`config.mk`:
```
export PLATFORM = sky130hd
export DESIGN_NAME = alu_divider
export DESIGN_NICKNAME = d
export VERILOG_FILES = /design/src/rtl/alu_div_pkg.sv /design/src/rtl/div_step.sv /design/src/rtl/alu_divider.sv
export SDC_FILE = /design/constraint.sdc
export NUM_CORES = 1
export LEC_CHECK = 0
export ABC_AREA = 1
export CORE_MARGIN = 1
export CORE_UTILIZATION = 30
export CTS_CLUSTER_DIAMETER = 80
export CTS_CLUSTER_SIZE = 14
export DETAILED_ROUTE_END_ITERATION = 8
export PLACE_DENSITY_LB_ADDON = 0.15
export SYNTH_ARGS = -nofsm -noshare
export SYNTH_HDL_FRONTEND = slang
export SYNTH_SLANG_ARGS = --single-unit
```
`constraint.sdc`:
```
create_clock -name clk -period 1.9 [get_ports clk]
set_clock_uncertainty 0.15 [all_clocks]
set_input_delay 0.285 -clock clk [delete_from_list [all_inputs] [get_ports clk]]
set_output_delay 0.285 -clock clk [all_outputs]
set_load 0.05 [all_outputs]
```
`src/rtl/alu_div_pkg.sv`:
```
// rtl/alu_div_pkg.sv - shared FSM state type and result-mux selects for alu_divider
package alu_div_pkg;

  typedef enum logic [1:0] {
    IDLE = 2'd0,
    CALC = 2'd1,
    FIX  = 2'd2,
    DONE = 2'd3
  } div_state_t;

  localparam logic [3:0] SEL_DIV_Q = 4'b1000;
  localparam logic [3:0] SEL_DIV_R = 4'b1001;

endpackage

```
`src/rtl/div_step.sv`:
```
// rtl/div_step.sv - one combinational restoring-division step on unsigned magnitudes
module div_step
  import alu_div_pkg::*;
#(
  parameter int N = 4
) (
  input  logic [N-1:0] rem_in,
  input  logic         bit_in,
  input  logic [N-1:0] divisor,
  output logic [N-1:0] rem_out,
  output logic         q_bit
);

  logic [N:0] shifted;

  // A set top bit already exceeds any N-bit divisor; the low N bits of the
  // modular difference are then exact because the true result is < divisor.
  assign shifted = {rem_in, bit_in};
  assign q_bit   = shifted[N] | (shifted[N-1:0] >= divisor);
  assign rem_out = q_bit ? (shifted[N-1:0] - divisor) : shifted[N-1:0];

endmodule

```
`src/rtl/alu_divider.sv`:
```
// rtl/alu_divider.sv - iterative radix-2 restoring divider for the execute stage
// Optional zero-quotient early-out when ALU_DIV_EARLY_OUT_EN is defined.
module alu_divider
  import alu_div_pkg::*;
#(
  parameter int N = 4
) (
  input  logic         clk,
  input  logic         rst,
  input  logic         start,
  input  logic         signed_op,
  input  logic [N-1:0] a,
  input  logic [N-1:0] b,
  output logic         busy,
  output logic         done,
  output logic         div_by_zero,
  output logic [N-1:0] quotient,
  output logic [N-1:0] remainder
);

  localparam int CW = $clog2(N);

  div_state_t      state;
  logic [CW-1:0]   cnt;
  logic [N-1:0]    dvd;
  logic [N-1:0]    quo;
  logic [N-1:0]    rem;
  logic [N-1:0]    dvs;
  logic            neg_q;
  logic            neg_r;
  logic [N-1:0]    a_mag;
  logic [N-1:0]    b_mag;
  logic [N-1:0]    step_rem;
  logic            step_q;

  assign a_mag = (signed_op && a[N-1]) ? -a : a;
  assign b_mag = (signed_op && b[N-1]) ? -b : b;

  assign busy = (state == CALC) || (state == FIX);
  assign done = (state == DONE);

  div_step #(.N(N)) u_step (
    .rem_in  (rem),
    .bit_in  (dvd[N-1]),
    .divisor (dvs),
    .rem_out (step_rem),
    .q_bit   (step_q)
  );

  always_ff @(posedge clk or posedge rst) begin
    if (rst) begin
      state       <= IDLE;
      cnt         <= '0;
      dvd         <= '0;
      quo         <= '0;
      rem         <= '0;
      dvs         <= '0;
      neg_q       <= 1'b0;
      neg_r       <= 1'b0;
      div_by_zero <= 1'b0;
      quotient    <= '0;
      remainder   <= '0;
    end else begin
      case (state)
        CALC: begin
          rem <= step_rem;
          dvd <= {dvd[N-2:0], 1'b0};
          quo <= {quo[N-2:0], step_q};
          if (cnt == '0) state <= FIX;
          else           cnt   <= cnt - 1'b1;
        end
        FIX: begin
          quotient    <= neg_q ? -quo : quo;
          remainder   <= neg_r ? -rem : rem;
          div_by_zero <= 1'b0;
          state       <= DONE;
        end
        default: begin
          // IDLE and DONE both accept a new request, giving back-to-back issue.
          if (start) begin
            if (b == '0) begin
              quotient    <= '1;
              remainder   <= a;
              div_by_zero <= 1'b1;
              state       <= DONE;
            end
`ifdef ALU_DIV_EARLY_OUT_EN
            else if (a_mag < b_mag) begin
              quotient    <= '0;
              remainder   <= a;
              div_by_zero <= 1'b0;
              state       <= DONE;
            end
`endif
            else begin
              dvd   <= a_mag;
              dvs   <= b_mag;
              rem   <= '0;
              quo   <= '0;
              cnt   <= CW'(N - 1);
              neg_q <= signed_op & (a[N-1] ^ b[N-1]);
              neg_r <= signed_op & a[N-1];
              state <= CALC;
            end
          end else begin
            state <= IDLE;
          end
        end
      endcase
    end
  end

endmodule

```
==> qor.csv <==
stage,metric,value,unit
status,outcome,finished clean,
detailed_routing,post-route ant nets,0,
logic_synthesis,synthesized cell area,1873,um^2
die,# IOs,23,
placed_design,DP HPWL,3.279,mm
run,MaxCap Viol Count,0,
pwr,VDD IR-drop max,0.7720,mV
critical_path,CP startpoint,dvd[3],
sta,max_slew headroom,72.71,%
global_routing,GR Layer Usage met3,3.146,%
logic_synthesis,library cells used by synthesis,29,
final_layout,share of cells above drive strength 1,17.99,%
global_routing,Tot GR Track Use,15.09,%
die,die area,6563,um^2
placed_design,port buffer count,22,
clock_tree,CTS buffer count,5,
die,Initial Util,31.45,%
clock_tree,clock-pin slew on the worst setup and hold paths,70,ps
die,Site Rows,28,
clock_tree,Num Clock Sinks,31,
critical_path,R2R Setup Slk,100,ps
detailed_routing,Vias/cell,4.497,
critical_path,FF-to-FF End,rem[3],
final_layout,multi-input logic area,937.1,um^2
critical_path,crit-path cells,"inv_1, ha_2, inv_2, fa_2, inv_2, nand2_2, nand2_4, buf_6, nand3_2, nand2_1, inv_1, nand2_1, nand2_1",
pwr,Flop pwr share,25.7,%
sta,Final Cycle Share,94.78,%
detailed_routing,drt drc,0,
pwr,clock power share,16.1,%
critical_path,Critical-path top delay cell,dfrtp_1,
final_layout,"most common cell after layout, fill and taps aside",nand2_1,
logic_synthesis,Yosys top cell area share,41.42,%
critical_path,worst flop-to-flop path startpoint,dvd[3],
logic_synthesis,top post-synthesis cells by area,"dfrtp_1, nand2_1, ha_1",
pwr,total power draw,4210,uW
logic_synthesis,Synth Register Bits,31,
critical_path,Worst path top cell family by delay,adder cells,
sta,post-layout minimum cycle time,1801,ps
clock_tree,hold buffers post-CTS,0,
critical_path,crit start category,flop,
final_layout,"Core Util, Final",40.48,%
final_layout,Register Area,775.7,um^2
critical_path,CP max stage delay,380,ps
global_routing,most used routing layer,met2,
logic_synthesis,register area share after synthesis,41.42,%
placed_design,placed cell area,2262,um^2
critical_path,"Max FO, Critical Path",3,
detailed_routing,number of iterations in the first detailed-routing pass,4,
global_routing,initial antenna violation count,0,
sta,final setup fails,0,
placed_design,GPL Wtd Cong,0.8339,
clock_tree,CTS Buffer Depth,2,
logic_synthesis,syn_nets,273,
global_routing,largest net degree at the start of global routing,32,
clock_tree,H-tree levels,2,
critical_path,worst reg2reg path depth,13,
critical_path,most frequent CP cell,nand2_1,
logic_synthesis,YS warnings,0,
sta,worst-margin pin slew,409.3,ps
sta,Final Max Tran Viols,0,
critical_path,CP endpoint kind,flop,
sta,fmax,555.3,MHz
sta,Final Hold Fails,0,
critical_path,Crit path required time,1920,ps
final_layout,Antenna diodes,0,
global_routing,routing usage on met2,24.29,%
detailed_routing,wire per inst,11.57,um
global_routing,met1 global-route usage,19.71,%
logic_synthesis,Mapped Cells,248,
detailed_routing,vias,1637,
clock_tree,root buf cell,clkbuf_8,
pwr,Int Power,2282,uW
min_path,Hold Crit Class,input pin to asynchronous set/reset pin,
die,Die Width,81.02,um
pwr,Static Leak,0.001278,uW
critical_path,worst path bufs/invs,5,
final_layout,Nets,313,
pwr,Switching Share,45.79,%
final_layout,FILL cells,653,
clock_tree,CTS tree,yes,
global_routing,first-pass GRT wire length,7.452,mm
final_layout,final instance area,2411,um^2
critical_path,Worst Path Arrival,1830,ps
pwr,Cell Pwr Density,1746,nW/um^2
detailed_routing,final wirelength,4.213,mm
global_routing,vias in the first global route,1647,
die,Core ar.,5956,um^2
die,die height,81.02,um
pwr,Logic pwr share,58.2,%
critical_path,CP Class,flop to flop,
pwr,net switching power figure,1928,uW
final_layout,most frequent cells in the layout,"nand2_1, inv_1, dfrtp_1",
global_routing,grt ovf,0,
detailed_routing,initial drt markers,71,
logic_synthesis,Synth area leader,dfrtp_1,
clock_tree,clock latency on the worst-skew pair,280,ps
final_layout,Area Growth Syn to Fin,28.72,%
logic_synthesis,syn avg cell area,7.553,um^2
## power by group through the flow
stage                     Sequential (uW)  Combinational (uW)  Clock (uW)
after floorplan                      1380                1340           0
after detailed placement             1090                2390           0
after global placement               1090                2380           0
final                                1080                2450         678
after global routing                 1120                2770         736
after CTS                            1080                2390         701
## metrics by stage
stage	setup TNS, ps	std cells	setup WS [ps]	hold slack [ps]
2_1_floorplan	0	248	148.2	238.5
3_3_place_gp	0	356	14.37	314.7
3_5_place_dp	0	356	2.124	319.2
4_1_cts	0	364	22.17	258.9
5_1_grt	-9.846	364	-8.225	280.5
6_report	0	364	99.27	242.1
## kinds of logic (layout without fill, tap and decap cells)
family,count (synthesis),after routing,synth area share [%]
AOI/OAI and AO/OA,38,38,10.82
adders and majority gates,13,13,9.085
and+or+nand+nor,119,119,27.26
xor gates and xnor gates,3,3,1.403
buffers and inverters,44,85,10.02
DFF,31,31,41.42
## Yosys cell counts
library cell,instances
buf_4,1
buf_2,1
nand2_1,71
nand2_2,2
inv_4,1
o21ai_0,23
inv_1,38
nand4_1,1
xnor2_1,1
buf_6,2
o211ai_1,1
nand3_1,21
fa_1,1
o21ai_1,2
nor2_2,2
xor2_1,2
a21oi_2,1
inv_2,1
nor2_1,17
a21oi_1,8
ha_1,12
nand2_4,1
or2_2,1
or2_1,1
dfrtp_1,31
nand3b_1,1
a31oi_1,1
a22oi_1,2
nor3b_2,1
## flip-flops by register name, summed over array words and instances, names as in the netlist
signal       cells
rem              4
quotient         4
state            2
div_by_zero      1
cnt              2
neg_q            1
dvd              4
quo              4
dvs              4
neg_r            1
remainder        4
## layout make-up
type	count	area share, %
clock buffers	6	3.425
clock inverters	2	1.453
multi-input cells	173	38.87
repair buffers	37	13.86
well taps	75	3.892
inverters	40	6.331
flip-flops and latches	31	32.17
## routing by layer
layer | routed length [um] | vias up
li1 | - | 860
met1 | 1998 | 752
met2 | 2031 | 23
met3 | 139 | 2
met4 | 43 | 0
met5 | 0 | -
## worst max path at each step
stage / to / slack (ps) / cells past startpoint
finish: rem[3] / 100 / 13
global route: rem[2] / -8 / 11
CTS: rem[0] / 20 / 12
detailed placement: remainder[3] / 2 / 9
global placement: remainder[3] / 10 / 9
floorplan: rem[0] / 150 / 12
## worst reg2reg max path, delay by kind of cell, from the launching register on
kind / cells / cell delay (ps)
fa+ha+maj: 2 / 530
flops: 1 / 380
simple gates: 6 / 330
buf+inv: 5 / 290
## repair_timing
action / 4_1_cts / 5_1_grt
resized for setup: 0 / 11
endpoints found under the setup margin: 0 / 5
buffers inserted: 0 / 0
No activity file was read; power rests on OpenSTA's default activity.
